[config.mk]
export PLATFORM = sky130hd
export DESIGN_NAME = reflet_subword_access_flat
export DESIGN_NICKNAME = d
export VERILOG_FILES = /design/src/rtl/reflet_subword_access_pkg.sv /design/src/rtl/reflet_subword_access_if.sv /design/src/rtl/reflet_lane_merge.sv /design/src/rtl/reflet_subword_access.sv /design/src/flat_wrapper.sv
export SDC_FILE = /design/constraint.sdc
export NUM_CORES = 1
export LEC_CHECK = 0
export CAP_MARGIN = 20
export CORE_ASPECT_RATIO = 1.4
export CORE_MARGIN = 2
export CORE_UTILIZATION = 30
export DETAILED_ROUTE_END_ITERATION = 8
export HOLD_SLACK_MARGIN = 0.06
export SLEW_MARGIN = 10
export SYNTH_ARGS = -nofsm -noshare
export SYNTH_HDL_FRONTEND = slang
export SYNTH_SLANG_ARGS = --single-unit
[constraint.sdc]
create_clock -name clk -period 4.2 [get_ports clk]
set_input_delay 1.26 -clock clk [delete_from_list [all_inputs] [get_ports clk]]
set_output_delay 1.26 -clock clk [all_outputs]
set_load 0.005 [all_outputs]
[src/rtl/reflet_subword_access_pkg.sv]
// -----------------------------------------------------------------------------
// reflet_subword_access_pkg
// Shared definitions for the Reflet load/store unit: size codes, FSM state
// encoding and the size-code to effective-byte-count mapping used by both the
// top level and the lane merge datapath.
// -----------------------------------------------------------------------------
package reflet_subword_access_pkg;

   // CPU size codes
   localparam logic [1:0] SIZE_FULL = 2'b00;
   localparam logic [1:0] SIZE_32   = 2'b01;
   localparam logic [1:0] SIZE_16   = 2'b10;
   localparam logic [1:0] SIZE_8    = 2'b11;

   typedef enum logic [2:0] {
      ST_IDLE,
      ST_RD_ISSUE,
      ST_RD_WAIT,
      ST_WR,
      ST_DONE
   } state_t;

   // Effective access size in bytes. A sub-word code at least as wide as the
   // RAM word collapses to a full-word access.
   function automatic logic [5:0] access_bytes_f(input logic [1:0] size,
                                                 input int         wordsize);
      int full_bytes;
      int req_bytes;
      full_bytes = wordsize / 8;
      case (size)
         SIZE_32: req_bytes = 4;
         SIZE_16: req_bytes = 2;
         SIZE_8:  req_bytes = 1;
         default: req_bytes = full_bytes;
      endcase
      if (req_bytes > full_bytes) begin
         req_bytes = full_bytes;
      end
      return 6'(req_bytes);
   endfunction

endpackage

[src/rtl/reflet_subword_access_if.sv]
// -----------------------------------------------------------------------------
// reflet_subword_access_if
// CPU-side request/done bus of the Reflet load/store unit.
//   master : the CPU core (drives request fields, receives result/done/err)
//   slave  : the load/store unit
// Signals:
//   cpu_req, cpu_write, cpu_size, cpu_addr, cpu_wdata  CPU -> unit
//   cpu_rdata, cpu_done, cpu_err, access_bytes         unit -> CPU
// -----------------------------------------------------------------------------
interface reflet_subword_access_if #(
   parameter int wordsize   = 16,
   parameter int addr_width = 16
);
   logic                  cpu_req;
   logic                  cpu_write;
   logic [1:0]            cpu_size;
   logic [addr_width-1:0] cpu_addr;
   logic [wordsize-1:0]   cpu_wdata;
   logic [wordsize-1:0]   cpu_rdata;
   logic                  cpu_done;
   logic                  cpu_err;
   logic [5:0]            access_bytes;

   modport master (
      output cpu_req, cpu_write, cpu_size, cpu_addr, cpu_wdata,
      input  cpu_rdata, cpu_done, cpu_err, access_bytes
   );

   modport slave (
      input  cpu_req, cpu_write, cpu_size, cpu_addr, cpu_wdata,
      output cpu_rdata, cpu_done, cpu_err, access_bytes
   );
endinterface

[src/rtl/reflet_lane_merge.sv]
// -----------------------------------------------------------------------------
// reflet_lane_merge
// Combinational lane datapath of the load/store unit (little-endian lanes).
// Ports:
//   word      : full RAM word being read
//   lane_data : right-aligned store data
//   offset    : byte offset of the lane inside the word
//   size      : CPU size code (reduced to the effective byte count here)
//   lane_out  : addressed lane of word, right-aligned and zero-extended
//   merged    : word with the addressed lane replaced by lane_data
// -----------------------------------------------------------------------------
module reflet_lane_merge
   import reflet_subword_access_pkg::*;
#(
   parameter int wordsize = 16
) (
   input  logic [wordsize-1:0] word,
   input  logic [wordsize-1:0] lane_data,
   input  logic [5:0]          offset,
   input  logic [1:0]          size,
   output logic [wordsize-1:0] lane_out,
   output logic [wordsize-1:0] merged
);

   localparam int NBYTES = wordsize / 8;

   logic [5:0]          nbytes;
   logic [8:0]          shamt;
   logic [wordsize-1:0] lane_mask;
   logic [wordsize-1:0] shifted_mask;
   logic [wordsize-1:0] shifted_data;

   always_comb begin
      nbytes    = access_bytes_f(size, wordsize);
      shamt     = {offset, 3'b000};
      // Right-aligned mask covering the low nbytes bytes; built per byte so
      // a full 128-bit access never needs an oversized shift.
      lane_mask = '0;
      for (int b = 0; b < NBYTES; b++) begin
         lane_mask[b*8 +: 8] = (b < int'(nbytes)) ? 8'hFF : 8'h00;
      end
      shifted_mask = lane_mask << shamt;
      shifted_data = (lane_data & lane_mask) << shamt;
      lane_out     = (word >> shamt) & lane_mask;
      merged       = (word & ~shifted_mask) | shifted_data;
   end

endmodule

[src/rtl/reflet_subword_access.sv]
// -----------------------------------------------------------------------------
// reflet_subword_access
// Load/store unit between the Reflet CPU core and a single-port synchronous
// RAM. Byte-addressed requests of full/32/16/8-bit size are split into a RAM
// word address and lane offset; sub-word loads are extracted and
// zero-extended, sub-word stores run a read-modify-write so neighbouring lanes
// survive. Misaligned requests complete at once with cpu_err set.
// Ports:
//   clk, reset : clock, synchronous active-low reset
//   cpu        : CPU request/done bus (slave side)
//   ram_addr   : registered RAM word address
//   ram_wdata  : registered RAM write data
//   ram_we     : registered RAM write enable (one cycle per store)
//   ram_rdata  : RAM read data, valid one cycle after ram_addr
// -----------------------------------------------------------------------------
module reflet_subword_access
   import reflet_subword_access_pkg::*;
#(
   parameter int wordsize   = 16,
   parameter int addr_width = 16
) (
   input  logic                      clk,
   input  logic                      reset,
   reflet_subword_access_if.slave    cpu,
   output logic [addr_width-1:0]     ram_addr,
   output logic [wordsize-1:0]       ram_wdata,
   output logic                      ram_we,
   input  logic [wordsize-1:0]       ram_rdata
);

   localparam int                    LANE_BITS  = $clog2(wordsize / 8);
   localparam logic [5:0]            FULL_BYTES = 6'(wordsize / 8);
   localparam logic [addr_width-1:0] LANE_MASK  = addr_width'((1 << LANE_BITS) - 1);

   // Request decode (valid while cpu_req is presented in IDLE)
   logic [5:0] req_bytes;
   logic [5:0] req_offset;
   logic       req_misaligned;
   logic       req_full;

   state_t                state_q, state_d;
   logic                  op_write_q, op_write_d;
   logic [1:0]            op_size_q, op_size_d;
   logic [5:0]            op_offset_q, op_offset_d;
   logic [wordsize-1:0]   op_wdata_q, op_wdata_d;
   logic                  err_q, err_d;
   logic [wordsize-1:0]   cpu_rdata_q, cpu_rdata_d;
   logic [addr_width-1:0] ram_addr_q, ram_addr_d;
   logic [wordsize-1:0]   ram_wdata_q, ram_wdata_d;
   logic                  ram_we_q, ram_we_d;

   logic [wordsize-1:0]   lane_out;
   logic [wordsize-1:0]   merged;

   assign cpu.access_bytes = access_bytes_f(cpu.cpu_size, wordsize);

   assign req_bytes      = cpu.access_bytes;
   assign req_offset     = 6'(cpu.cpu_addr & LANE_MASK);
   // access_bytes is a power of two, so alignment is a mask test
   assign req_misaligned = |(req_offset & (req_bytes - 6'd1));
   assign req_full       = (req_bytes == FULL_BYTES);

   // Lane datapath works on the latched request so the CPU is free to change
   // its inputs once the request has been accepted.
   reflet_lane_merge #(
      .wordsize (wordsize)
   ) u_lane_merge (
      .word      (ram_rdata),
      .lane_data (op_wdata_q),
      .offset    (op_offset_q),
      .size      (op_size_q),
      .lane_out  (lane_out),
      .merged    (merged)
   );

   // State / datapath register
   always_ff @(posedge clk) begin
      // NOTE: sequential state uses non-blocking assignment so every flop
      // samples the pre-edge value of every other flop.
      if (!reset) begin
         state_q     <= ST_IDLE;
         op_write_q  <= 1'b0;
         op_size_q   <= SIZE_FULL;
         op_offset_q <= '0;
         op_wdata_q  <= '0;
         err_q       <= 1'b0;
         cpu_rdata_q <= '0;
         ram_addr_q  <= '0;
         ram_wdata_q <= '0;
         ram_we_q    <= 1'b0;
      end else begin
         state_q     <= state_d;
         op_write_q  <= op_write_d;
         op_size_q   <= op_size_d;
         op_offset_q <= op_offset_d;
         op_wdata_q  <= op_wdata_d;
         err_q       <= err_d;
         cpu_rdata_q <= cpu_rdata_d;
         ram_addr_q  <= ram_addr_d;
         ram_wdata_q <= ram_wdata_d;
         ram_we_q    <= ram_we_d;
      end
   end

   // Next-state logic
   always_comb begin
      // NOTE: every always_comb output gets a default before any branch;
      // a path that leaves one unassigned would infer a latch.
      state_d = state_q;
      case (state_q)
         ST_IDLE: begin
            if (cpu.cpu_req) begin
               if (req_misaligned) begin
                  state_d = ST_DONE;
               end else if (cpu.cpu_write && req_full) begin
                  state_d = ST_WR;
               end else begin
                  state_d = ST_RD_ISSUE;
               end
            end
         end
         ST_RD_ISSUE: state_d = ST_RD_WAIT;
         ST_RD_WAIT:  state_d = op_write_q ? ST_WR : ST_DONE;
         ST_WR:       state_d = ST_DONE;
         ST_DONE:     state_d = ST_IDLE;
         default:     state_d = ST_IDLE;
      endcase
   end

   // Output / datapath logic
   always_comb begin
      op_write_d  = op_write_q;
      op_size_d   = op_size_q;
      op_offset_d = op_offset_q;
      op_wdata_d  = op_wdata_q;
      err_d       = err_q;
      cpu_rdata_d = cpu_rdata_q;
      ram_addr_d  = ram_addr_q;
      ram_wdata_d = ram_wdata_q;
      ram_we_d    = 1'b0;
      case (state_q)
         ST_IDLE: begin
            if (cpu.cpu_req) begin
               op_write_d  = cpu.cpu_write;
               op_size_d   = cpu.cpu_size;
               op_offset_d = req_offset;
               op_wdata_d  = cpu.cpu_wdata;
               err_d       = req_misaligned;
               if (!req_misaligned) begin
                  ram_addr_d = cpu.cpu_addr >> LANE_BITS;
                  if (cpu.cpu_write && req_full) begin
                     ram_wdata_d = cpu.cpu_wdata;
                     ram_we_d    = 1'b1;
                  end
               end
            end
         end
         ST_RD_WAIT: begin
            if (op_write_q) begin
               ram_wdata_d = merged;
               ram_we_d    = 1'b1;
            end else begin
               cpu_rdata_d = lane_out;
            end
         end
         ST_DONE: err_d = 1'b0;
         default: ;
      endcase
   end

   assign cpu.cpu_done  = (state_q == ST_DONE);
   assign cpu.cpu_err   = (state_q == ST_DONE) && err_q;
   assign cpu.cpu_rdata = cpu_rdata_q;
   assign ram_addr      = ram_addr_q;
   assign ram_wdata     = ram_wdata_q;
   assign ram_we        = ram_we_q;

endmodule

[src/flat_wrapper.sv]
// flat-port wrapper written by rule: the top's interface ports become plain ports
module reflet_subword_access_flat import reflet_subword_access_pkg::*;
#(
   parameter int wordsize   = 16,
   parameter int addr_width = 16
)
  (clk, reset, ram_addr, ram_wdata, ram_we, ram_rdata, cpu_cpu_req, cpu_cpu_write, cpu_cpu_size, cpu_cpu_addr, cpu_cpu_wdata, cpu_cpu_rdata, cpu_cpu_done, cpu_cpu_err, cpu_access_bytes);
  reflet_subword_access_if #(.wordsize(wordsize), .addr_width(addr_width)) cpu_i ();
  input  logic clk;
  input  logic reset;
  output logic [addr_width-1:0] ram_addr;
  output logic [wordsize-1:0] ram_wdata;
  output logic ram_we;
  input  logic [wordsize-1:0] ram_rdata;
  input wire logic [$bits(cpu_i.cpu_req)-1:0] cpu_cpu_req;
  input wire logic [$bits(cpu_i.cpu_write)-1:0] cpu_cpu_write;
  input wire logic [$bits(cpu_i.cpu_size)-1:0] cpu_cpu_size;
  input wire logic [$bits(cpu_i.cpu_addr)-1:0] cpu_cpu_addr;
  input wire logic [$bits(cpu_i.cpu_wdata)-1:0] cpu_cpu_wdata;
  output wire logic [$bits(cpu_i.cpu_rdata)-1:0] cpu_cpu_rdata;
  output wire logic [$bits(cpu_i.cpu_done)-1:0] cpu_cpu_done;
  output wire logic [$bits(cpu_i.cpu_err)-1:0] cpu_cpu_err;
  output wire logic [$bits(cpu_i.access_bytes)-1:0] cpu_access_bytes;
  assign cpu_i.cpu_req = cpu_cpu_req;
  assign cpu_i.cpu_write = cpu_cpu_write;
  assign cpu_i.cpu_size = cpu_cpu_size;
  assign cpu_i.cpu_addr = cpu_cpu_addr;
  assign cpu_i.cpu_wdata = cpu_cpu_wdata;
  assign cpu_cpu_rdata = cpu_i.cpu_rdata;
  assign cpu_cpu_done = cpu_i.cpu_done;
  assign cpu_cpu_err = cpu_i.cpu_err;
  assign cpu_access_bytes = cpu_i.access_bytes;
  reflet_subword_access #(.wordsize(wordsize), .addr_width(addr_width)) u_core (.clk(clk), .reset(reset), .cpu(cpu_i), .ram_addr(ram_addr), .ram_wdata(ram_wdata), .ram_we(ram_we), .ram_rdata(ram_rdata));
endmodule
======== Yosys cells after proc, flatten, opt, wreduce, memory -nomap -nowiden ========
Cells that the tools add are included.
W data, S select, Z words.
word-level totals
  flip-flop bits (word level) ............. 72
  input port bits ......................... 54
  output and inout port bits .............. 57
  logic and storage cells ................. 73
cells by class
  $add $sub $neg .......................... 1
  magnitude comparators ................... 4
  equality and inequality tests ........... 13
  shift operators ......................... 3
  muxes and demuxes ....................... 23
  bitwise logic cells ..................... 8
  reduce and logical (&&, ||, !) cells .... 11
operators by type and width
  kind                   count
  $mux W16               4
  $and A16 B16 Y16       3
  $pmux W16 S2           1
  $shl A16 B4 Y16        2
  $mux W8                2
  $not A16 Y16           1
  $or A16 B16 Y16        1
  $shr A16 B4 Y16        1
  $lt A1 B6 Y1 const A   2
  $mux W6                2
  $pmux W3 S2            2
  $pmux W3 S4            1
  $mux W3                3
  $and A1 B6 Y6          1
  $eq A3 B2 Y1 const B   2
  $eq A6 B2 Y1 const B   1
  $gt A3 B2 Y1 const B   2
  $reduce_and A2 Y1      3
  $reduce_or A6 Y1       1
  $sub A6 B1 Y6 const B  1
  $mux W1                5
  $reduce_and A5 Y1      1
  $eq A2 B1 Y1 const B   2
  $eq A2 B2 Y1 const B   2
  11 further kinds       17

======== Logic depth before layout (Yosys ltp) ========
Gate-level depths: netlist of the first run.
  word-level depth ........................ 12
  gate-level depth with buffers ........... 7
  gate-level depth less buffers ........... 4

======== By module ========
From an unflattened synthesis of the first run, not the netlist that was laid out.
second synthesis, totals
  cells, all modules ...................... 398
  area, all modules ....................... 3608.5 sq um
by module, submodules not included
  module                 instances  cells each  area each (sq um)  seq. area each (sq um)
  reflet_subword_access  1          318         3009.1             1441.4
  reflet_lane_merge      1          80          599.3              0.0

======== Worst setup path before layout of the first run ========
OpenSTA, ideal clock, no wires.
  path type ............................... input to output
  from .................................... input cpu_cpu_size[1]
  to ...................................... output cpu_access_bytes[0]
  data arrival time ....................... 1.509 ns
  data required time ...................... 2.940 ns
  path slack .............................. 1.431 ns
  stages on the path ...................... 2
  path buffers ............................ 0
  cell sequence ........................... nand2_1 > inv_1
between the ends
  cells in the longest elaborated chain, start to end .. 4
  elaborated cells on any way between the ends .. 5
  those cells by class .................... order compare (1); eq/ne (2); mux (2)
RTL lines
  element                                              RTL line                         source
  start, declared                                      flat_wrapper.sv:17               input wire logic [$bits(cpu_i.cpu_size)-1:0] cpu_cpu_size;
  $eq A2 B2 Y1 / $eq A2 B1 Y1 (equally long branches)  reflet_subword_access_pkg.sv:30  case (size)
  $pmux W3 S2 *                                        reflet_subword_access_pkg.sv:30
  $gt A3 B2 Y1                                         reflet_subword_access_pkg.sv:36  if (req_bytes > full_bytes) begin
  $mux W6 *                                            reflet_subword_access_pkg.sv:36
  end, declared                                        flat_wrapper.sv:23               output wire logic [$bits(cpu_i.access_bytes)-1:0] cpu_access_bytes;
Mark *: on every way between the ends. The rest lies on a longest branch, timed or not.

======== Worst setup path after layout of the first run ========
Same ends and word-level chain as after synthesis.

==> flow_metrics.tcl, run 1 <==
set metrics [dict create \
    fin_crit_sh_pct 91.0 \
    worst_slew_pin_slew_ps 758 \
    start_util_pct 30.5 \
    finalSetupViolations 0 \
    crit_path_frequent_cell "clkdlybuf4s50_1" \
    peakVddDrop_mv 0.218 \
    skew_ps 4.79 \
    antenna_found_initial 0 \
    synth_area_leaders "dfxtp_1 44%, nand2_1 8.8%, a21boi_0 7.7%" \
    num_rows 45 \
    ys_warn_count 0 \
    die_w_um 92.6 \
    leakage_nw 1.80 \
    dpl_cell_area_um2 4400 \
    yosysUniqueCellTypes 35 \
    synth_top_area_cell "dfxtp_1" \
    antenna_cells 0 \
    final_layout_size_suffix_gt1_share_pct 7.23 \
    yosysSeqAreaShare_pct 43.7 \
    io_buffers 105 \
    worstSkewPairLatency_ps 330 \
    worstPathRequired_ps 2940 \
    die_height_um 128 \
    crit_fanout 6 \
    routed_wl_mm 9.50 \
    grt_start_max_net_pins 42 \
    crit_path_start_kind "primary input" \
    cts-root-buf "clkbuf_16" \
    grt_pass1_vias 2922 \
    power_density_nw_per_um2 377 \
    hold_class "flop to flop" \
    final_cell_mix "104 x clkdlybuf4s50_1, 77 x nand2_1, 72 x dfxtp_1, 34 x a21boi_0, 28 x a21oi_1" \
    final_common_cell "clkdlybuf4s50_1" \
    vias_per_cell 4.81 \
    drt_iter0_drc 172 \
    nets 519 \
    ioPinCount 111 \
    drc 0 \
    r2r_slack_ps 1770 \
    area_delta_synth_final_pct 41.4 \
    grt_setup_unrepaired "false" \
    syn_avg_cell_area_um2 8.85 \
    fin_crit_ps 3820 \
    netlist_area_um2 3300 \
    maxCapViolCount 0 \
    p_total_w 0.00176 \
    max_freq_mhz 262 \
    fin_util_pct 43.2 \
    core_area_um2 10800 \
    hold_violations 0 \
    postRouteAntennaNets 0 \
    wire_per_inst_um 15.5 \
    tns_ps 0 \
    fin_area_um2 4670 \
    cts.clk_slew.worst_paths_ps 60 \
    cts-hold-fix-buffers 0 \
    crit_type "primary input to primary output" \
    cts-htree-levels 3 \
    cp_cell_sequence "clkdlybuf4s50_1 > nand2_1 > inv_1 > clkdlybuf4s50_1" \
    cts_sinks 72 \
    cts.repair.resized 0 \
    gr-total-overflow 0 \
    cts_tree "done" \
    fillers 1109 \
    slew_viol_final 0 \
    whs_ps 452 \
    clockBufferDepth 2 \
    netlist_instances 373 \
    first_pass_iters 4 \
    status "finished clean" \
    cp.arrival_ps 2560 \
    hpwl_mm 6.91 \
    post_cts_buffers 0 \
    num_vias 2940 \
    synth_top_cell_area_share_pct 43.7 \
    timing.slew.headroom_pct 49.3 \
    slowest_delay_ps 510 \
    worstSetupEndpointType "primary output" \
    grt_pass1_wl_mm 14.9 \
    cts_buffers 9 \
    die_area_um2 11900 \
    slowest_stage "clkdlybuf4s50_1" \
    grt.total_usage_pct 16.3 \
    routabilityCongestion 0.798 \
    synth_seq_cells 72 \
]
logic make-up (layout without fill, tap and decap cells):
kind of cell,count (synthesis),count (layout),synth area share [%]
buffers and inverters,43,136,6.48
other,1,5,0.114
DFF,72,72,43.7
and+or+nand+nor,115,115,16.8
muxes,32,32,10.0
AOI/OAI and AO/OA,110,110,22.9
area by class of cell:
| class | instances | area (um^2) | area share, % |
|---|---|---|---|
| clock buffer | 13 | 250 | 5.36 |
| clock inverter | 3 | 17.5 | 0.375 |
| inverter | 11 | 41.3 | 0.885 |
| multi-input combinational | 262 | 1660 | 35.7 |
| sequential | 72 | 1440 | 30.9 |
| tap | 141 | 176 | 3.78 |
| timing repair buffer | 109 | 1080 | 23.1 |
path summary, 6_finish.rpt:
path,startpoint,cells after the start,end
max reg2reg,u_core.state_q[1]$_SDFFE_PN0P_,5,u_core.ram_wdata[0]$_SDFFE_PN0P_
max,cpu_cpu_size[1],4,cpu_access_bytes[0]
min,u_core.ram_wdata[6]$_SDFFE_PN0P_,2,u_core.ram_wdata[6]$_SDFFE_PN0P_
min reg2reg,u_core.ram_wdata[6]$_SDFFE_PN0P_,2,u_core.ram_wdata[6]$_SDFFE_PN0P_
per-stage QoR:
step,cells,setup slack [ps]
after detailed placement,595,372
after global routing,611,312
after CTS,611,371
after global placement,595,424
final,611,379
after floorplan,377,1430
worst max-delay path: cells and delay by family:
kind          cells  cell delay (ps)
buf+inv           3             1100
simple gates      1              190
state kept, by name, indices dropped and copies added, names as in the netlist:
signal                count
u_core.op_wdata_q        16
u_core.ram_wdata         16
u_core.ram_we             1
u_core.op_write_q         1
u_core.op_size_q          2
u_core.op_offset_q        1
u_core.state_q            3
u_core.cpu.cpu_rdata     16
u_core.ram_addr          15
u_core.err_q              1
per-layer routing:
| metal | routed length, um | GRT usage [%] |
|---|---|---|
| met2 | 4760 | 27.7 |
| met4 | 121 | 5.71 |
| met3 | 661 | 5.35 |
| met1 | 3950 | 19.1 |
| met5 | 0 | 0 |
where the power goes:
part           switching [W]  total [W]  internal (W)
Sequential         0.0000348   0.000764      0.000729
Clock               0.000280   0.000694      0.000414
Combinational       0.000140   0.000300      0.000160
Total               0.000455    0.00176       0.00130
Yosys cell counts:
| cell type | number |
|---|---|
| dfxtp_1 | 72 |
| buf_4 | 8 |
| nor4b_4 | 1 |
| o21ai_0 | 19 |
| nor2_8 | 1 |
| mux2_2 | 8 |
| a32o_2 | 1 |
| mux2i_1 | 24 |
| a21boi_0 | 34 |
| a21oi_1 | 28 |
| nand3_1 | 9 |
| nand2b_1 | 1 |
| a21bo_2 | 1 |
| nand2_1 | 77 |
| nor3_1 | 1 |
| buf_6 | 2 |
| and3_1 | 1 |
| a21boi_1 | 2 |
| o211a_1 | 8 |
| buf_1 | 1 |
| nor3_2 | 1 |
| inv_1 | 11 |
| or3b_1 | 1 |
| nor4_1 | 1 |
| o311ai_0 | 1 |
| nor2b_1 | 17 |
| conb_1 | 1 |
| a32oi_4 | 1 |
| o211ai_1 | 15 |
| buf_2 | 6 |
| and2_1 | 1 |
| nand3_2 | 1 |
| nor2_1 | 1 |
| nor3b_1 | 1 |
| clkbuf_1 | 15 |
Power figures use the tool's default switching activity.
==> run 2, diff against run 1 <==
==> constraint.sdc (replaced) <==
create_clock -name clk -period 3.65 [get_ports clk]
set_input_delay 1.095 -clock clk [delete_from_list [all_inputs] [get_ports clk]]
set_output_delay 1.095 -clock clk [all_outputs]
set_load 0.005 [all_outputs]
==> run 2 against run 1 <==
  * Clock-buffer cell count up 1
  * Critical endpoint unchanged
  * Critical path depth unchanged
  * Register-to-register slack worse by 160 ps
  * Critical path type unchanged
  * Utilization up 0.54 points
  * Sequential cell count unchanged
  * Cell count up 0.16%
  * Setup slack worse by 71 ps
  * Via count down 1.5%
==> flow_metrics.tcl, run 2 (synthesized netlist as in run 1, its figures left out) <==
set metrics [dict create \
    antenna_cells 0 \
    hpwl_mm 6.84 \
    power_density_nw_per_um2 453 \
    critPathCapture "cpu_access_bytes[0]" \
    cts_tree "done" \
    routed_wl_mm 9.24 \
    cts_buffers 9 \
    cts_sinks 72 \
    antenna_found_initial 0 \
    r2r_slack_ps 1610 \
    cp.arrival_ps 2250 \
    hold_violations 0 \
    grt_pass1_vias 2918 \
    num_vias 2895 \
    routabilityCongestion 0.775 \
    gr-total-overflow 0 \
    crit_path_frequent_cell "clkdlybuf4s50_1" \
    skew_ps 4.88 \
    postRouteAntennaNets 0 \
    r2r-end "u_core.cpu.cpu_rdata[14]$_SDFFE_PN0P_" \
    post_cts_buffers 0 \
    die_height_um 128 \
    cp.depth 4 \
    crit_path_start_kind "primary input" \
    final_layout_size_suffix_gt1_share_pct 7.86 \
    timing.rr.start "u_core.state_q[1]$_SDFFE_PN0P_" \
    cts.repair.resized 0 \
    crit_type "primary input to primary output" \
    slowest_stage "clkdlybuf4s50_1" \
    crit_fanout 3 \
    slew_viol_final 0 \
    swShare_pct 24.0 \
    fin_crit_sh_pct 91.6 \
    grt_pass1_wl_mm 14.7 \
    fin_area_um2 4730 \
    area_delta_synth_final_pct 43.2 \
    status "finished clean" \
    nets 520 \
    critical_path.top_delay_family "buffers and inverters" \
    maxCapViolCount 0 \
    grt_start_max_net_pins 47 \
    peakVddDrop_mv 0.228 \
    p_comb_share_pct 16.1 \
    intPower_w 0.00163 \
    startpoint "cpu_cpu_size[1]" \
    final_common_cell "clkdlybuf4s50_1" \
    hold_class "flop to flop" \
    ioPinCount 111 \
    dpl.cell_count 596 \
    worst_slew_pin_slew_ps 765 \
    drc 0 \
    dpl_cell_area_um2 4410 \
    worstSetupEndpointType "primary output" \
    first_pass_iters 4 \
    max_freq_mhz 299 \
    worstPathRequired_ps 2550 \
    stdcell_count 612 \
    grt_setup_unrepaired "false" \
    start_util_pct 30.5 \
    cts.clk_slew.worst_paths_ps 50 \
    finalSetupViolations 0 \
    power_frac_seq_pct 41.0 \
    grt.total_usage_pct 15.8 \
    die_w_um 92.6 \
    leakage_nw 1.83 \
    cts-root-buf "clkbuf_16" \
    worstSkewPairLatency_ps 330 \
    cts-htree-levels 3 \
    fin_crit_ps 3340 \
    reg2regPathDepth 4 \
    wire_per_inst_um 15.1 \
    die_area_um2 11900 \
    p_switching_w 0.000514 \
    cts-hold-fix-buffers 0 \
    vias_per_cell 4.73 \
    slowest_delay_ps 500 \
    clkPwrFrac_pct 42.9 \
    io_buffers 105 \
    timing.slew.headroom_pct 49.0 \
    cp_cell_sequence "clkdlybuf4s50_1 > nand2_1 > inv_1 > clkdlybuf4s50_1" \
    core_area_um2 10800 \
    tns_ps 0 \
    num_rows 45 \
    clockBufferDepth 2 \
    final_cell_mix "104 x clkdlybuf4s50_1, 77 x nand2_1, 72 x dfxtp_1, 34 x a21boi_0, 28 x a21oi_1" \
    crit_buf_inv 3 \
    drt_iter0_drc 117 \
]
## run 2: changes by cell type in the layout (fill, tap and decap cells not counted), sizes merged
cell	delta
clkbuf	+1
buf	+1
bufinv	+1
clkinvlp	-1
clkinv	-1
## run 2: metrics by stage
step | setup WS, ps | hold WS [ps] | utilization, % | total power [W]
6_report | 308 | 456 | 43.7 | 0.00214
5_1_grt | 257 | 478 | 43.7 | 0.00224
4_1_cts | 303 | 462 | 43.7 | 0.00216
3_5_place_dp | 311 | 452 | 40.8 | 0.00124
3_3_place_gp | 335 | 445 | 40.8 | 0.00124
2_1_floorplan | 1210 | 440 | - | 0.00107
## run 2: layout make-up
class | instances | area, um^2
clock buffers | 14 | 284
clock inverters | 2 | 35.0
fillers | 1087 | 6080
inverters | 11 | 41.3
multi-input cells | 262 | 1660
flip-flops and latches | 72 | 1440
well taps | 141 | 176
repair buffers | 110 | 1080
## run 2: worst reg2reg max path: cells and delay by family, from the launching register on
family,cells,cell delay [ps]
simple gates,3,1280
compound gates,1,190
flops,1,510
## run 2: how the worst min path moves through the flow
| stage | startpoint | depth (start not counted) | to |
|---|---|---|---|
| 4_1_cts | u_core.ram_wdata[6]$_SDFFE_PN0P_ | 2 | u_core.ram_wdata[6]$_SDFFE_PN0P_ |
| 6_report | u_core.ram_wdata[6]$_SDFFE_PN0P_ | 2 | u_core.ram_wdata[6]$_SDFFE_PN0P_ |
| 2_1_floorplan | u_core.op_wdata_q[15]$_SDFFE_PN0P_ | 2 | u_core.op_wdata_q[15]$_SDFFE_PN0P_ |
| 5_1_grt | u_core.op_wdata_q[1]$_SDFFE_PN0P_ | 2 | u_core.op_wdata_q[1]$_SDFFE_PN0P_ |
| 3_5_place_dp | u_core.ram_wdata[6]$_SDFFE_PN0P_ | 2 | u_core.ram_wdata[6]$_SDFFE_PN0P_ |
| 3_3_place_gp | u_core.ram_wdata[6]$_SDFFE_PN0P_ | 2 | u_core.ram_wdata[6]$_SDFFE_PN0P_ |
## run 2: power by group through the flow
stage / combinational [W] / clock, W / sequential [W]
after detailed placement: 0.000347 / 0 / 0.000895
after floorplan: 0.000188 / 0 / 0.000884
after global routing: 0.000380 / 0.000977 / 0.000886
final: 0.000345 / 0.000918 / 0.000878
after CTS: 0.000349 / 0.000935 / 0.000878
after global placement: 0.000343 / 0 / 0.000894
## run 2: per-layer routing
| metal | track usage [%] | share of wire, % |
|---|---|---|
| met4 | 5.45 | 1.7 |
| met2 | 26.7 | 49 |
| met1 | 19.1 | 43 |
| met5 | 0 | 0 |
| met3 | 4.82 | 6.2 |
